`config.mk`:
```
export PLATFORM = sky130hd
export DESIGN_NAME = riscv_regfile_sb_flat
export DESIGN_NICKNAME = d
export VERILOG_FILES = /design/src/rtl/riscv_regfile_sb_if.sv /design/src/rtl/riscv_regfile_sb.sv /design/src/flat_wrapper.sv
export SDC_FILE = /design/constraint.sdc
export NUM_CORES = 2
export LEC_CHECK = 0
export ABC_CLOCK_PERIOD_IN_PS = 35800
export CAP_MARGIN = 10
export CORE_UTILIZATION = 40
export DETAILED_ROUTE_END_ITERATION = 10
export SETUP_SLACK_MARGIN = 0.15
export SLEW_MARGIN = 20
export SYNTH_ARGS = -nofsm -noshare
export SYNTH_HDL_FRONTEND = slang
export SYNTH_SLANG_ARGS = --single-unit
```
`constraint.sdc`:
```
create_clock -name clk -period 35.8 [get_ports clk]
set_input_delay 3.58 -clock clk [delete_from_list [all_inputs] [get_ports clk]]
set_output_delay 3.58 -clock clk [all_outputs]
set_load 0.01 [all_outputs]
```
`src/rtl/riscv_regfile_sb_if.sv`:
```
// Bundles the decode-side read ports and the issue/writeback/flush controls of riscv_regfile_sb.
// The master drives addresses and pipeline events; the slave is the register file.
interface riscv_regfile_sb_if #(
  parameter int READ_PORTS = 2,
  parameter int XLEN       = 32,
  parameter int NREGS      = 32
);
  localparam int AW = $clog2(NREGS);

  logic [READ_PORTS*AW-1:0]   rs_addr;
  logic [READ_PORTS*XLEN-1:0] rs_data;
  logic [READ_PORTS-1:0]      rs_busy;
  logic                       issue_vld;
  logic [AW-1:0]              issue_rd;
  logic                       wb_vld;
  logic [AW-1:0]              wb_rd;
  logic [XLEN-1:0]            wb_data;
  logic                       flush;
  logic [NREGS-1:0]           busy_vec;

  modport master (
    output rs_addr, issue_vld, issue_rd, wb_vld, wb_rd, wb_data, flush,
    input  rs_data, rs_busy, busy_vec
  );

  modport slave (
    input  rs_addr, issue_vld, issue_rd, wb_vld, wb_rd, wb_data, flush,
    output rs_data, rs_busy, busy_vec
  );
endinterface

```
`src/rtl/riscv_regfile_sb.sv`:
```
// Integer register file with READ_PORTS bypassed read ports and a busy scoreboard
// that tracks in-flight producers so issue logic can stall on RAW hazards.
module riscv_regfile_sb #(
  parameter int READ_PORTS = 2,
  parameter int XLEN       = 32,
  parameter int NREGS      = 32
) (
  input logic              clk,
  input logic              rst,
  riscv_regfile_sb_if.slave bus
);
  localparam int AW = $clog2(NREGS);

  logic [XLEN-1:0]  regs [1:NREGS-1];
  logic [NREGS-1:0] busy_q;
  logic [NREGS-1:0] busy_d;

  always_ff @(posedge clk or posedge rst) begin
    if (rst) begin
      for (int i = 1; i < NREGS; i++) regs[i] <= '0;
    end else if (bus.wb_vld && bus.wb_rd != '0) begin
      regs[bus.wb_rd] <= bus.wb_data;
    end
  end

  // Flush beats issue beats writeback; a new producer supersedes a same-cycle completion.
  always_comb begin
    busy_d = busy_q;
    if (bus.flush) begin
      busy_d = '0;
    end else begin
      if (bus.wb_vld) busy_d[bus.wb_rd] = 1'b0;
      if (bus.issue_vld && bus.issue_rd != '0) busy_d[bus.issue_rd] = 1'b1;
    end
    busy_d[0] = 1'b0;
  end

  always_ff @(posedge clk or posedge rst) begin
    if (rst) busy_q <= '0;
    else     busy_q <= busy_d;
  end

  assign bus.busy_vec = busy_q;

  // Reset forces read outputs low even if a writeback is presented during reset.
  for (genvar p = 0; p < READ_PORTS; p++) begin : g_read
    logic [AW-1:0]   addr;
    logic            wb_hit;
    logic [XLEN-1:0] data;

    assign addr   = bus.rs_addr[p*AW +: AW];
    assign wb_hit = bus.wb_vld && (bus.wb_rd == addr);

    always_comb begin
      data = '0;
      if (!rst && addr != '0) begin
        if (wb_hit) data = bus.wb_data;
        else        data = regs[addr];
      end
    end

    assign bus.rs_data[p*XLEN +: XLEN] = data;
    assign bus.rs_busy[p] = !rst && busy_q[addr] && !wb_hit;
  end
endmodule

```
`src/flat_wrapper.sv`:
```
// flat-port wrapper written by rule: the top's interface ports become plain ports
module riscv_regfile_sb_flat 
#(
  parameter int READ_PORTS = 2,
  parameter int XLEN       = 32,
  parameter int NREGS      = 32
)
  (clk, rst, bus_rs_addr, bus_issue_vld, bus_issue_rd, bus_wb_vld, bus_wb_rd, bus_wb_data, bus_flush, bus_rs_data, bus_rs_busy, bus_busy_vec);
  riscv_regfile_sb_if #(.READ_PORTS(READ_PORTS), .XLEN(XLEN), .NREGS(NREGS)) bus_i ();
  input logic clk;
  input logic rst;
  input wire logic [$bits(bus_i.rs_addr)-1:0] bus_rs_addr;
  input wire logic [$bits(bus_i.issue_vld)-1:0] bus_issue_vld;
  input wire logic [$bits(bus_i.issue_rd)-1:0] bus_issue_rd;
  input wire logic [$bits(bus_i.wb_vld)-1:0] bus_wb_vld;
  input wire logic [$bits(bus_i.wb_rd)-1:0] bus_wb_rd;
  input wire logic [$bits(bus_i.wb_data)-1:0] bus_wb_data;
  input wire logic [$bits(bus_i.flush)-1:0] bus_flush;
  output wire logic [$bits(bus_i.rs_data)-1:0] bus_rs_data;
  output wire logic [$bits(bus_i.rs_busy)-1:0] bus_rs_busy;
  output wire logic [$bits(bus_i.busy_vec)-1:0] bus_busy_vec;
  assign bus_i.rs_addr = bus_rs_addr;
  assign bus_i.issue_vld = bus_issue_vld;
  assign bus_i.issue_rd = bus_issue_rd;
  assign bus_i.wb_vld = bus_wb_vld;
  assign bus_i.wb_rd = bus_wb_rd;
  assign bus_i.wb_data = bus_wb_data;
  assign bus_i.flush = bus_flush;
  assign bus_rs_data = bus_i.rs_data;
  assign bus_rs_busy = bus_i.rs_busy;
  assign bus_busy_vec = bus_i.busy_vec;
  riscv_regfile_sb #(.READ_PORTS(READ_PORTS), .XLEN(XLEN), .NREGS(NREGS)) u_core (.clk(clk), .rst(rst), .bus(bus_i));
endmodule
```
# Yosys cells after proc, flatten, opt, wreduce, memory -nomap -nowiden
# Cells that the tools add are included.
# totals
n_memories	0
reg_bits	1023
inputBits	57
ram_bits	0
romBits	0
latchBits	0
# op_classes
n_bitwise	6
shifts	0
addsub	0
magnitude_cmp	10
reduce_logical	20
eq_ne	2
n_mul	0
n_div	0
n_mux	25
# op_table
op	n
bitwise mux 992 bit	1
two-way mux 32 bit	13
binary-select mux 32 bit (select 5 bit)	2
demux 32 bit (select 5 bit)	1
AND 32 bit	1
inverter 32 bit	1
OR 32 bit	1
< comparator 5 x 6 -> 1 bit (second input constant)	4
nonzero test 5 bit	4
>= comparator 6 bit (second input constant)	3
inverter 5 -> 6 bit	3
logical AND 1 bit	13
binary-select mux 1 bit (select 5 bit)	2
demux 1 bit (select 5 bit)	2
== test 5 bit	2
>= comparator 5 x 1 -> 1 bit (second input constant)	2
< comparator 6 x 1 -> 1 bit (second input constant)	1
two-way mux 1 bit	4
zero test 1 bit	3

# Longest topological paths before layout
# depth
word_depth	11
depth_mapped	10
mapped_depth_nobuf	5

# Worst setup path after synthesis
# Ideal clock, no wire load.
# synth_timing
path_type	input to output
from	input port rst
to	output port bus_rs_data[16]
path_buffers	1
slack_ns	2.590
cell_stages	6
arrival_time_ns	29.630
cell_sequence	inv_1 > o41ai_4 > a211o_1 > buf_2 > a2111oi_0 > a211o_1
# synth_via
elab_chain_len	3
# synth_lines
element	line_no	source
from (decl)	flat_wrapper.sv:11	input logic rst;
zero test 1 bit (no source line)	--	
logical AND 1 bit	riscv_regfile_sb.sv:56	if (!rst && addr != '0) begin
two-way mux 32 bit	riscv_regfile_sb.sv:56	
to (decl)	flat_wrapper.sv:19	output wire logic [$bits(bus_i.rs_data)-1:0] bus_rs_data;
# Every way passes these cells.

# Worst setup path after layout
# layout_timing
from	input port bus_rs_addr[3]
to	output port bus_rs_data[29]
# layout_via
elab_chain_len	6
elab_cells_between_ends	10
cone_classes	eq/ne: 1; mux: 5; bitwise: 1; reduce/logical: 3
# layout_lines
element	line_no	source
from (decl)	flat_wrapper.sv:12	input wire logic [$bits(bus_i.rs_addr)-1:0] bus_rs_addr;
inverter 5 -> 6 bit (not written as such)	riscv_regfile_sb.sv:58	else data = regs[addr];
binary-select mux 32 bit (select 5 bit)	riscv_regfile_sb.sv:58	
two-way mux 32 bit (not written as such) (2 in a row)	riscv_regfile_sb.sv:58	
two-way mux 32 bit	riscv_regfile_sb.sv:57	if (wb_hit) data = bus.wb_data;
two-way mux 32 bit (*)	riscv_regfile_sb.sv:56	
# Every way passes the cells marked *; elsewhere a longest branch is shown, timed or not. The select of a mux whose other input is x is not followed.

==> results.txt <==
----------------------------------------------------
[Outcome]
  Run status ... complete, no violations

[Worst setup path]
  Slack of the worst reg-to-reg path ... ~35 ns
  Worst-path maximum fanout ... 14
  Worst setup SP type ... primary input
  CP Data Arrival Time ... 8.20 ns
  Type of the worst setup path ... in -> out
  Worst reg2reg path depth ... 2
  Element type at the critical path end ... primary output
  Required time of the critical path ... roughly 32 ns

[CTS]
  Clk sinks ... 1023
  Number of levels in the clock H-tree ... 3
  CTS tree ... done
  CTS root buf ... clkbuf_16
  Largest buffer count on any clock path ... 3
  Clock edge transition at the registers on the reported setup and hold paths ... 0.06 ns
  Buffers inserted by post-CTS timing repair ... 0
  Number of buffers inserted during clock tree synthesis ... 110
  Count of hold buffers inserted by post-cts repair ... 0
  Clock insertion delay at the later pin of the skew report ... 0.72 ns
  Post-cts gate resize count ... 0

[Timing]
  Clk_skew ... 0 ns
  Relative slew slack ... 13.6%
  Max Slew Vio Count ... 0
  Max Fclk ... 84.9 MHz
  Period minus WS final ... about 12 ns
  Number of setup violations in the final report ... 0
  Final number of hold-violating endpoints ... 0
  Setup TNS ... 0 ns
  Crit share post-route ... 32.9%
  Unrepaired setup endpoints after global routing ... false
  Transition time at the pin with the least slew margin ... 1.29 ns

[Yosys]
  Number of flip-flops and latches in the synthesized netlist ... 1023
  Synth Instances ... about 3800
  Netlist area before placement ... 55700 µm²
  Count of flip-flops with a built-in enable after synthesis ... 0
  Most numerous cell types in the synthesized netlist ... 1064 x mux2_2, 1023 x dfrtp_1, 459 x mux4_2
  Cell types occupying the most area after synthesis ... dfrtp_1 46%, mux2_2 22%, mux4_2 19%
  Post-synthesis net count ... 3902
  Most numerous cell in the Yosys netlist ... mux2_2
  Top-area cell type share of the netlist area ... 46.0%
  Sequential share of the synthesized area ... 46.0%
  Average footprint of a synthesized cell ... 14.5 µm²
  Top cell type by total area after synthesis ... dfrtp_1
  Fraction of registers with async set/reset ... 100%
  Commonest register cell after synthesis ... dfrtp_1
  Number of different library cells in the post-synthesis netlist ... 57
  Total of warnings raised by yosys ... 0

[Routing]
  Average via count per standard cell ... 6.44
  Vias after detailed routing ... 36600
  Detailed Route WL ... 184000 µm
  Wire per inst ... 32.4 µm
  Final ANT Viol Nets ... 0
  Detailed-route DRC error count ... 0
  First-pass detailed-route iteration total ... 6
  DR iter-0 viols ... about 3800

[Final layout]
  Area delta synth->final ... 12.3%
  Fraction of final layout cells sized beyond drive strength 1 ... 48.3%
  Fin area ... 62500 µm²
  Count of filler cells inserted in the layout ... 12200
  Final-stage net count ... between 3000 and 4000
  Final core utilization ... 45.3%
  Combined area of the multi-input logic cells ... approximately 28000 µm²
  Register area ... between 20000 and 30000 µm²
  Final Instance Count excl. Fillers ... 5685

[Placed design]
  Routability congestion estimate from global placement ... around 0.86
  Count of buffers inserted at the top-level ports ... 153
  Placed Instances ... approximately 5500
  Cell area reported after detailed placement ... 58800 µm²
  Half-perimeter wire length after detailed placement ... 111000 µm

[Floorplanning]
  Height of the chip ... 375 µm
  Starting density of the core ... 40.4%
  Std-Cell Core Area ... 138000 µm²
  Die Outline Area ... roughly 140000 µm²
  Die boundary width ... 375 µm
  Ports placed on the boundary ... 155
  Cell row count ... 136

[GRT]
  Global-route wire length before repair ... 272000 µm
  GRT Total Usage ... 26.3%
  Maximum number of pins on one net before global-route repair ... around 180
  Global route overflow ... 0
  Number of global-route vias before repair ... around 37000
  Number of antenna violations at the first check in global routing ... 12

[Pwr]
  Worst IR Drop VDD ... 0.0000367 V
  Total power ... 3.40 mW
  Leakage ... about 26 nW
  Power density over the cells ... 54.4 nW/µm²

[Job]
  Max Cap Viol ... 0

[Hold path]
  Hold Path Depth ... 1
  Worst min-delay path category ... reg -> reg

----------------------------------------------------
[final cells by class]
class	instances	share of cell area (%)
Inverter	5	0.0421
Clock buffer	160	5.21
Antenna cell	3	0.0120
Clock inverter	34	0.565
Timing Repair Buffer	265	4.02
Multi-Input combinational cell	2401	45.6
Tap cell	1794	3.59
Sequential cell	1023	41.0
[sequential cells by signal (all words and copies together) (netlist names)]
register             flops
u_core.regs            992
u_core.bus.busy_vec     31
[layer usage]
metal | up-vias | GRT usage [%] | share of wire (%)
met5 | - | 0 | 0.041
met4 | 12 | 10.4 | 4.0
met3 | 350 | 5.03 | 7.5
met2 | 1560 | 41.0 | 47
met1 | 19900 | 36.3 | 42
li1 | 14800 | - | -
[cells in the final DEF, fill, tap and decap left out, types with 6 or more instances in the layout]
master,synthesis,final
a222oi_1,6,6
clkbuf_1,224,22
o22ai_1,40,40
mux4_2,459,459
clkbuf_16,0,113
a31oi_1,7,7
a2bb2oi_1,6,6
o32ai_1,13,13
mux2i_1,106,106
clkbuf_8,0,26
nor3_1,56,55
or3_1,20,20
nand2b_1,12,12
buf_4,24,103
a32o_1,6,6
nor4_1,16,16
o21ai_0,34,34
nand3_1,14,14
bufinv_16,0,6
nor2b_1,71,67
nor2_1,90,72
nor2_4,0,19
buf_12,0,8
a2111oi_0,7,6
a211oi_1,50,50
clkinv_2,0,23
clkdlybuf4s50_1,0,141
nor3b_1,13,11
mux2_2,1064,1064
a211o_1,26,25
a221oi_1,54,54
nand2_1,64,48
nand2_2,0,12
a22oi_1,48,48
a21oi_1,55,55
dfrtp_1,1023,1023
[where the power goes]
group	total (mW)	internal, mW	leakage [nW]	switching (mW)
clock	1.15	0.669	1.80	0.485
combinational	0.709	0.423	11.4	0.286
sequential	1.54	1.38	13.1	0.159
total	3.40	2.47	26.3	0.930
[path summary, 6_finish.rpt]
| path | startpoint | end |
|---|---|---|
| min in group asynchronous | rst | u_core.regs[832] |
| setup reg to reg | u_core.bus.busy_vec[28] | u_core.bus.busy_vec[28] |
| hold reg to reg | u_core.regs[829] | u_core.regs[829] |
| hold / removal | u_core.regs[829] | u_core.regs[829] |
| setup / recovery | bus_rs_addr[3] | bus_rs_data[29] |
| max in group asynchronous | rst | u_core.regs[499] |
[worst max-delay path, stage by stage]
cell	delay [ns]
clkdlybuf4s50_1	0.92
inv_1	0.31
a211oi_1	0.57
nand3_1	0.60
nor2_4	0.78
buf_4	0.42
a211o_1	0.39
clkdlybuf4s50_1	0.61
[through the flow]
step / hold WS, ns / setup WS [ns]
floorplan: 0.490 / 2.59
global placement: 0.500 / 24.02
detailed placement: 0.508 / 24.09
CTS: 0.522 / 24.08
global route: 0.536 / 23.88
finish: 0.521 / 24.02
[kinds of logic (layout without fill, tap and decap cells)]
group	after synthesis	after routing	share of synthesized area, %
AO/OA/AOI/OAI	383	383	5.07
other	1	4	0.00674
AND/OR/NAND/NOR	379	379	3.48
flip-flops	1023	1023	46.0
multiplexers	1629	1629	42.0
buffers and inverters	421	464	3.29
XOR/XNOR	9	9	0.142
No activity file was read; power rests on OpenSTA's default activity.
